$ cat config.mk
export PLATFORM = sky130hd
export DESIGN_NAME = reaction_timer
export DESIGN_NICKNAME = d
export VERILOG_FILES = /design/src/rtl/game_pkg.sv /design/src/rtl/bcd_counter4.sv /design/src/rtl/reaction_timer.sv
export SDC_FILE = /design/constraint.sdc
export NUM_CORES = 1
export LEC_CHECK = 0
export ABC_AREA = 1
export CAP_MARGIN = 0
export CORE_MARGIN = 2
export CORE_UTILIZATION = 45
export CTS_BUF_LIST = sky130_fd_sc_hd__clkbuf_16
export DETAILED_ROUTE_END_ITERATION = 10
export PLACE_DENSITY = 0.69
export SLEW_MARGIN = 20
export SYNTH_ARGS = -nofsm -noshare
export SYNTH_HDL_FRONTEND = slang
export SYNTH_SLANG_ARGS = --single-unit
$ cat constraint.sdc
create_clock -name clk -period 3.65 [get_ports clk]
set_input_delay 0.365 -clock clk [delete_from_list [all_inputs] [get_ports clk]]
set_output_delay 0.365 -clock clk [all_outputs]
set_load 0.01 [all_outputs]
$ cat src/rtl/game_pkg.sv
// Shared types and 7-segment helpers for the reaction game blocks.
package game_pkg;

  typedef enum logic [2:0] {
    ST_IDLE   = 3'd0,
    ST_ARMED  = 3'd1,
    ST_TIMING = 3'd2,
    ST_DONE   = 3'd3,
    ST_FAULT  = 3'd4
  } rt_state_t;

  // Active-low segments, bit order {g,f,e,d,c,b,a}.
  localparam logic [6:0] SEG_BLANK = 7'h7F;
  localparam logic [6:0] SEG_DASH  = 7'b0111111;

  // BCD digit to active-low segment pattern; non-decimal codes show blank.
  function automatic logic [6:0] seg_digit(input logic [3:0] d);
    logic [6:0] s;
    case (d)
      4'd0:    s = 7'b1000000;
      4'd1:    s = 7'b1111001;
      4'd2:    s = 7'b0100100;
      4'd3:    s = 7'b0110000;
      4'd4:    s = 7'b0011001;
      4'd5:    s = 7'b0010010;
      4'd6:    s = 7'b0000010;
      4'd7:    s = 7'b1111000;
      4'd8:    s = 7'b0000000;
      4'd9:    s = 7'b0010000;
      default: s = SEG_BLANK;
    endcase
    return s;
  endfunction

endpackage

$ cat src/rtl/bcd_counter4.sv
// Four-digit BCD up-counter with synchronous clear, enable and saturation.
// hits_max tells the owner that the next enabled increment lands on MAX_BCD.
module bcd_counter4 #(
  parameter logic [15:0] MAX_BCD = 16'h9999
) (
  input  logic        clk,
  input  logic        reset,
  input  logic        clr,
  input  logic        en,
  output logic [15:0] count,
  output logic        hits_max
);

  logic [15:0] nxt;
  logic        carry;

  // Decimal ripple increment: a 9 rolls to 0 and carries into the next digit.
  always_comb begin
    nxt   = count;
    carry = 1'b1;
    for (int i = 0; i < 4; i++) begin
      if (carry) begin
        if (count[4*i +: 4] == 4'd9) begin
          nxt[4*i +: 4] = 4'd0;
        end else begin
          nxt[4*i +: 4] = count[4*i +: 4] + 4'd1;
          carry = 1'b0;
        end
      end
    end
  end

  assign hits_max = (nxt == MAX_BCD);

  // Count register: clear wins, and the value never moves past MAX_BCD.
  always_ff @(posedge clk or posedge reset) begin
    if (reset) begin
      count <= 16'h0000;
    end else if (clr) begin
      count <= 16'h0000;
    end else if (en && (count != MAX_BCD)) begin
      count <= nxt;
    end
  end

endmodule

$ cat src/rtl/reaction_timer.sv
// Player-side reaction measurement: arm, wait for go, count ms until press.
// Result handshake: result_valid is high from DONE entry until the next arm or
// reset, and ms_bcd / timed_out are stable for the whole time it is high.
module reaction_timer
  import game_pkg::*;
#(
  parameter int          TICKS_PER_MS = 50000,
  parameter logic [15:0] MAX_MS_BCD   = 16'h9999
) (
  input  logic        clk,
  input  logic        reset,
  input  logic        arm,
  input  logic        go,
  input  logic        btn_n,
  output logic        busy,
  output logic        result_valid,
  output logic        false_start,
  output logic        timed_out,
  output logic [15:0] ms_bcd,
  output logic [6:0]  hex0,
  output logic [6:0]  hex1,
  output logic [6:0]  hex2,
  output logic [6:0]  hex3
);

  localparam int PW = (TICKS_PER_MS > 2) ? $clog2(TICKS_PER_MS) : 1;
  localparam logic [PW-1:0] PRESC_LAST = PW'(TICKS_PER_MS - 1);

  rt_state_t     state;
  logic [PW-1:0] presc;
  logic          sync1, sync2, btn_prev;
  logic          press;
  logic          wrap;
  logic          cnt_en;
  logic          hits_max;

  // Two-flop synchronizer plus edge register; released (1) out of reset.
  always_ff @(posedge clk or posedge reset) begin
    if (reset) begin
      sync1    <= 1'b1;
      sync2    <= 1'b1;
      btn_prev <= 1'b1;
    end else begin
      sync1    <= btn_n;
      sync2    <= sync1;
      btn_prev <= sync2;
    end
  end

  // A press is the synchronized 1 -> 0 transition; a held key yields one press.
  assign press  = btn_prev & ~sync2;
  assign wrap   = (presc == PRESC_LAST);
  assign cnt_en = (state == ST_TIMING) && wrap && !arm;

  bcd_counter4 #(.MAX_BCD(MAX_MS_BCD)) u_ms (
    .clk      (clk),
    .reset    (reset),
    .clr      (arm),
    .en       (cnt_en),
    .count    (ms_bcd),
    .hits_max (hits_max)
  );

  // Round FSM with prescaler; flags are registered alongside the state.
  always_ff @(posedge clk or posedge reset) begin
    if (reset) begin
      state        <= ST_IDLE;
      presc        <= '0;
      busy         <= 1'b0;
      result_valid <= 1'b0;
      false_start  <= 1'b0;
      timed_out    <= 1'b0;
    end else if (arm) begin
      state        <= ST_ARMED;
      presc        <= '0;
      busy         <= 1'b1;
      result_valid <= 1'b0;
      false_start  <= 1'b0;
      timed_out    <= 1'b0;
    end else begin
      case (state)
        ST_ARMED: begin
          if (press) begin
            state       <= ST_FAULT;
            busy        <= 1'b0;
            false_start <= 1'b1;
          end else if (go) begin
            state <= ST_TIMING;
            presc <= '0;
          end
        end
        ST_TIMING: begin
          presc <= wrap ? '0 : presc + PW'(1);
          if (press) begin
            state        <= ST_DONE;
            busy         <= 1'b0;
            result_valid <= 1'b1;
          end else if (wrap && hits_max) begin
            state        <= ST_DONE;
            busy         <= 1'b0;
            result_valid <= 1'b1;
            timed_out    <= 1'b1;
          end
        end
        default: begin
          // IDLE, DONE and FAULT hold until arm or reset.
        end
      endcase
    end
  end

  // Display decode from the registered state and count.
  always_comb begin
    hex0 = SEG_BLANK;
    hex1 = SEG_BLANK;
    hex2 = SEG_BLANK;
    hex3 = SEG_BLANK;
    case (state)
      ST_ARMED, ST_TIMING, ST_DONE: begin
        hex0 = seg_digit(ms_bcd[3:0]);
        hex1 = seg_digit(ms_bcd[7:4]);
        hex2 = seg_digit(ms_bcd[11:8]);
        hex3 = seg_digit(ms_bcd[15:12]);
      end
      ST_FAULT: begin
        hex0 = SEG_DASH;
        hex1 = SEG_DASH;
        hex2 = SEG_DASH;
        hex3 = SEG_DASH;
      end
      default: begin
        hex0 = SEG_BLANK;
        hex1 = SEG_BLANK;
        hex2 = SEG_BLANK;
        hex3 = SEG_BLANK;
      end
    endcase
  end

endmodule

## Yosys cells after proc, flatten, opt, wreduce, memory -nomap -nowiden

Memories as Yosys holds them, arrays and structs flattened.
Index checks and enable logic that the tools add are counted.

- Flip-flop bits (word level): 42
- Latch bits: 0
- RAM bits: 0
- ROM bits: 448
- Input bits: 5
- Output and inout bits: 48
- Logic and storage cells: 101
- Memories kept: 4

Memories:

| memory | words | width | read ports | clocked after Yosys merged registers in | write ports | RTL line | text |
|---|---|---|---|---|---|---|---|
| (name not given) | 16 | 7 | 1 | 0 | 0 | game_pkg.sv:19 | `case (d)` |
| (name not given) | 16 | 7 | 1 | 0 | 0 | game_pkg.sv:19 |  |
| (name not given) | 16 | 7 | 1 | 0 | 0 | game_pkg.sv:19 |  |
| (name not given) | 16 | 7 | 1 | 0 | 0 | game_pkg.sv:19 |  |

- Add/sub/neg operators: 5
- Multiply operators: 0
- Divide/modulo/power cells: 0
- Magnitude comparators: 0
- Equality and inequality tests: 17
- Shifts and indexed selects: 0
- Muxes and demuxes: 44
- Bitwise operators: 2
- Reductions and logical operators: 19

Operators by type and width:

| operator | count |
|---|---|
| $mux 16 | 6 |
| $pmux 7 s2 | 4 |
| $eq 16x16->1 const B | 2 |
| $pmux 16 s2 | 1 |
| $mux 4 | 7 |
| $mux 1 | 19 |
| $add 16x1->16 const B | 1 |
| $add 4x1->4 const B | 4 |
| $eq 4x4->1 const B | 4 |
| $ne 16x16->1 const B | 1 |
| $mux 3 | 5 |
| $reduce_and 3->1 | 4 |
| $reduce_bool 2->1 | 5 |
| $ne 3x3->1 const B | 3 |
| $eq 3x2->1 const B | 2 |
| $pmux 3 s2 | 1 |
| $reduce_bool 3->1 | 2 |
| $logic_and 1x1->1 | 4 |
| $ne 4x3->1 const B | 1 |
| $ne 4x4->1 const B | 1 |
| $reduce_and 2->1 | 2 |
| $eq 3x1->1 const B | 1 |
| $eq 3x3->1 const B | 1 |
| $reduce_or 3->1 | 1 |
| 5 further kinds | 5 |

## Logic depth before layout (Yosys ltp)

- Depth after elaboration: 11
- Depth in mapped cells: 15
- Gate-level depth less buffers: 15

## Cells and area by module

From an unflattened synthesis, not the netlist that was laid out.

- Cells, all modules: 541
- Area total of the unflattened synthesis: 3,589.7 um^2

By module, submodules not included:

| module | instances | cells an instance | area an instance (um^2) | seq. area each (um^2) |
|---|---|---|---|---|
| reaction_timer | 1 | 369 | 2,456.1 | 654.4 |
| bcd_counter4 | 1 | 172 | 1,133.6 | 400.4 |

## Worst setup path after synthesis

Ideal clock, no wire load.

- Kind: reg2reg
- Start point: register u_ms.count[1]
- End point: register state[1]
- Setup time: 0.117 ns
- Data arrival time: 1.870 ns
- Required time: 3.533 ns
- Slack: 1.664 ns
- Cell stages (with the launch flop): 15
- Path buffers: 1
- Period minus slack after synthesis: 1.986 ns
- Cell sequence: dfrtp_1 -> inv_1 -> ha_1 -> nand3_4 -> nor2_4 -> buf_6 -> nor2_1 -> a21oi_2 -> nand2_1 -> nor2_2 -> nand3_1 -> nand3_2 -> nand2_2 -> nand2_1 -> nand2_1

- Cells in the longest elaborated chain, start to end: 9
- Elaborated cells on any way between the ends: 13
- Those cells by class: add/sub (1); eq/ne (3); mux (7); reduce/logical (2)

Ends and longest elaborated chain:

| what | RTL line | text |
|---|---|---|
| start: declaration | bcd_counter4.sv:10 | `output logic [15:0] count,` |
| start signal: assignment | bcd_counter4.sv:42 | `count <= nxt;` |
| $eq 4x4->1 | bcd_counter4.sv:23 | `if (count[4*i +: 4] == 4'd9) begin` |
| $mux 1 | bcd_counter4.sv:23 |  |
| $mux 1 (2 in a row) | bcd_counter4.sv:22 | `if (carry) begin` |
| $mux 4 | bcd_counter4.sv:22 |  |
| $eq 16x16->1 * | bcd_counter4.sv:33 | `assign hits_max = (nxt == MAX_BCD);` |
| $logic_and 1x1->1 * | reaction_timer.sv:98 | `end else if (wrap && hits_max) begin` |
| $ne 4x3->1 (no source line) * | n/a |  |
| $reduce_and 3->1 (no source line) * | n/a |  |
| end signal: assignment | reaction_timer.sv:88 | `state <= ST_TIMING;` |
| end signal: assignment | reaction_timer.sv:95 | `state <= ST_DONE;` |
| end signal: assignment | reaction_timer.sv:99 | `state <= ST_DONE;` |
| end: declaration | reaction_timer.sv:29 | `rt_state_t state;` |

Every way passes the cells marked *; elsewhere a longest branch is shown, timed or not.
A chain may end at the register's enable or synchronous reset.

## Final worst setup path

- Start point: register u_ms.count[9]
- End point: output hex2[0]

- Cells in the longest elaborated chain, start to end: 2

Ends and longest elaborated chain:

| what | RTL line | text |
|---|---|---|
| $mem_v2 16x7 | n/a |  |
| $pmux 7 s2 | reaction_timer.sv:118 | `case (state)` |
| end: declaration | reaction_timer.sv:22 | `output logic [6:0] hex2,` |

No other way between the ends.

==> flow_summary.yaml <==
drt:
  drt_iter0_markers: 157
  first_pass_iters: 4
  routed_via_density: 5.30
  ant_nets: 0
  wirelength_mm: 7.51
  wl_per_cell_um: 13.1
  drc_errors: 0
  vias: 3049
grt:
  gr-usage-met2: 0.328
  grt.total_usage: 0.202
  grtUsageMet1: 0.277
  grt-ovfl-total: 0
  grt_pass1_vias: 2712
  grt_max_degree: 43
  grt_pass1_wl_mm: 12.4
  top_usage_layer: "met2"
  antenna_found_initial: 0
  use_met3: 0.0246
setup_path:
  critPathMaxStageDelay_ns: 0.53
  critPathLaunchType: "register"
  reg2reg_from: "u_ms.count[9]"
  crit_top_cell: "o21ai_0"
  path_class: "register to primary output"
  slowest_stage: "dfrtp_1"
  cp-startpoint: "u_ms.count[9]"
  worstPathMaxFanout: 10
  cp.required_ns: 3.28
  path_cells: "inv_1 -> ha_1 -> or2_2 -> o21ai_0 -> o21ai_0 -> clkdlybuf4s50_1"
  arrival_ns: 2.17
  endpoint_kind: "primary output"
worst_hold_path:
  hold_class: "register to register"
  hold_path.startpoint: "sync1"
logic_synthesis:
  syn_area_mm2: 0.00313
  synth_area_leaders: "dfrtp_1 31%, nand2_1 13%, ha_1 10%"
  synth_top_area_cell: "dfrtp_1"
  syn_inst: 438
  yosys_warnings: 0
  syn_avg_cell_area_um2: 7.15
  synth_edf_count: 0
  ys_seq_area_frac: 0.337
  yosysMostFrequentCell: "nand2_1"
  synth_fp_nets: 468
  synth_top_area_frac: 0.312
  synth_cell_types: 36
  async_flop_share: 1.00
  synth_common_cells: "109 x nand2_1, 50 x inv_1, 39 x dfrtp_1, 39 x o21ai_0, 38 x nor2_1"
  yosys_most_used_dff: "dfrtp_1"
  ys_ff_latch: 42
floorplanning:
  die_w_um: 87.4
  std_cell_rows: 30
  io_pins: 53
  dieArea_mm2: 0.00764
  die-height_um: 87.4
  initial_core_util: 0.464
  coreArea_mm2: 0.00676
sta:
  slew_headroom: 0.654
  worst_hold_slack_ns: 0.358
  tightest_slew_ns: 0.519
  rsz0062_at_grt: "false"
  slew_viol_final: 0
  fmax_mhz: 394
  layout_min_cycle_time_ns: 2.54
  skew_ns: 0.00828
  final_hold_viol_count: 0
  fin_crit_sh: 0.695
  finalSetupViolCount: 0
  fin_setup_tns_ns: 0
clock_network:
  h-tree-depth: 2
  clockBufferDepth: 2
  cts_sinks: 42
  clk_pin_slew_worst_paths_ns: 0.06
  cts_buffers: 5
  cts_resized: 0
  cts_tree: "done"
  postCtsSetupBuffers: 0
  cts_hold_buffers: 0
  clkLatencyLatePin_ns: 0.28
  cts_root_buf: "clkbuf_16"
final_layout:
  multi_input_area_mm2: 0.00182
  num-nets-final: 524
  regArea_mm2: 0.00105
  final_cells: 575
  area_growth_pct: 24.6
  antenna_cells: 0
  drive_gt1_frac: 0.0909
  fill_cells: 649
status:
  status: "complete, no violations"
placed_design:
  io_buffers: 52
  finalWeightedCongestion: 0.899
  hpwl_mm: 5.67
  place_inst: 567
power:
  irDropWorstVdd_v: 0.000254
  power_leakage_nw: 1.79
  pwr_density_cell_mw_per_mm2: 426
job:
  maxCapViolations: 0
==> layout make-up <==
| type | count | share of cell area |
|---|---|---|
| sequential | 42 | 0.270 |
| inverter | 57 | 0.0555 |
| tap | 80 | 0.0257 |
| clock inverter | 3 | 0.00962 |
| clock buffer | 5 | 0.0321 |
| timing repair buffer | 55 | 0.139 |
| multi-input combinational | 333 | 0.468 |
==> stage by stage <==
step,setup slack [ns],instance area [um^2],utilization,power (mW)
2_1_floorplan,1.66,3130,-,0.830
3_3_place_gp,1.34,3740,0.553,1.18
3_5_place_dp,1.26,3740,0.553,1.18
4_1_cts,1.10,3900,0.577,1.67
5_1_grt,1.00,3900,0.577,1.75
6_report,1.11,3900,0.577,1.66
==> power breakdown <==
part           switching, mW  total (mW)  internal [mW]
Clock                  0.172       0.490          0.318
Sequential            0.0218       0.510          0.488
Combinational          0.335       0.661          0.326
==> worst paths after layout <==
path	to	slack, ns	cells after the start
setup / recovery	hex2[0]	1.11	6
hold / removal	sync2	0.36	0
setup reg to reg	u_ms.count[9]	1.25	9
hold reg to reg	sync2	0.36	0
max in group asynchronous	btn_prev	2.77	3
min in group asynchronous	u_ms.count[1]	0.51	3
==> registers in the layout (all words and copies together), names as in the netlist <==
name,count
timed_out,1
sync2,1
u_ms.count,16
presc,16
result_valid,1
state,3
sync1,1
busy,1
false_start,1
btn_prev,1
==> logic make-up after synthesis <==
family | Yosys count | share of synthesized area
compound gates | 86 | 0.151
flops | 42 | 0.337
simple gates | 219 | 0.323
fa+ha+maj | 25 | 0.0999
buf+inv | 63 | 0.0807
xor+xnor | 3 | 0.00839
==> routing by layer <==
metal | up-vias | share of wire
li1 | 1558 | -
met1 | 1384 | 0.46
met2 | 90 | 0.47
met3 | 17 | 0.049
met4 | 0 | 0.023
met5 | - | 0
==> worst max-delay path, delay by kind of cell, from the launching register on <==
family | cells | cell delay (ns)
simple gates | 1 | 0.28
fa+ha+maj | 1 | 0.24
flops | 1 | 0.53
compound gates | 2 | 0.16
buf+inv | 2 | 0.68
==> cell usage in the layout (no fill, tap or decap), types with 3 or more instances in the layout <==
cell / instances
a21oi_1: 26
buf_4: 3
clkbuf_16: 5
clkdlybuf4s50_1: 52
dfrtp_1: 39
dfstp_2: 3
ha_1: 25
inv_1: 52
inv_2: 5
nand2_1: 109
nand2_2: 4
nand3_1: 33
nand3_2: 3
nand4_1: 8
nor2_1: 38
nor2_2: 6
nor3_1: 5
o21ai_0: 39
o22ai_1: 10
or2_2: 5
xor2_1: 3
Note: power is estimated with default switching activity, not from simulation.
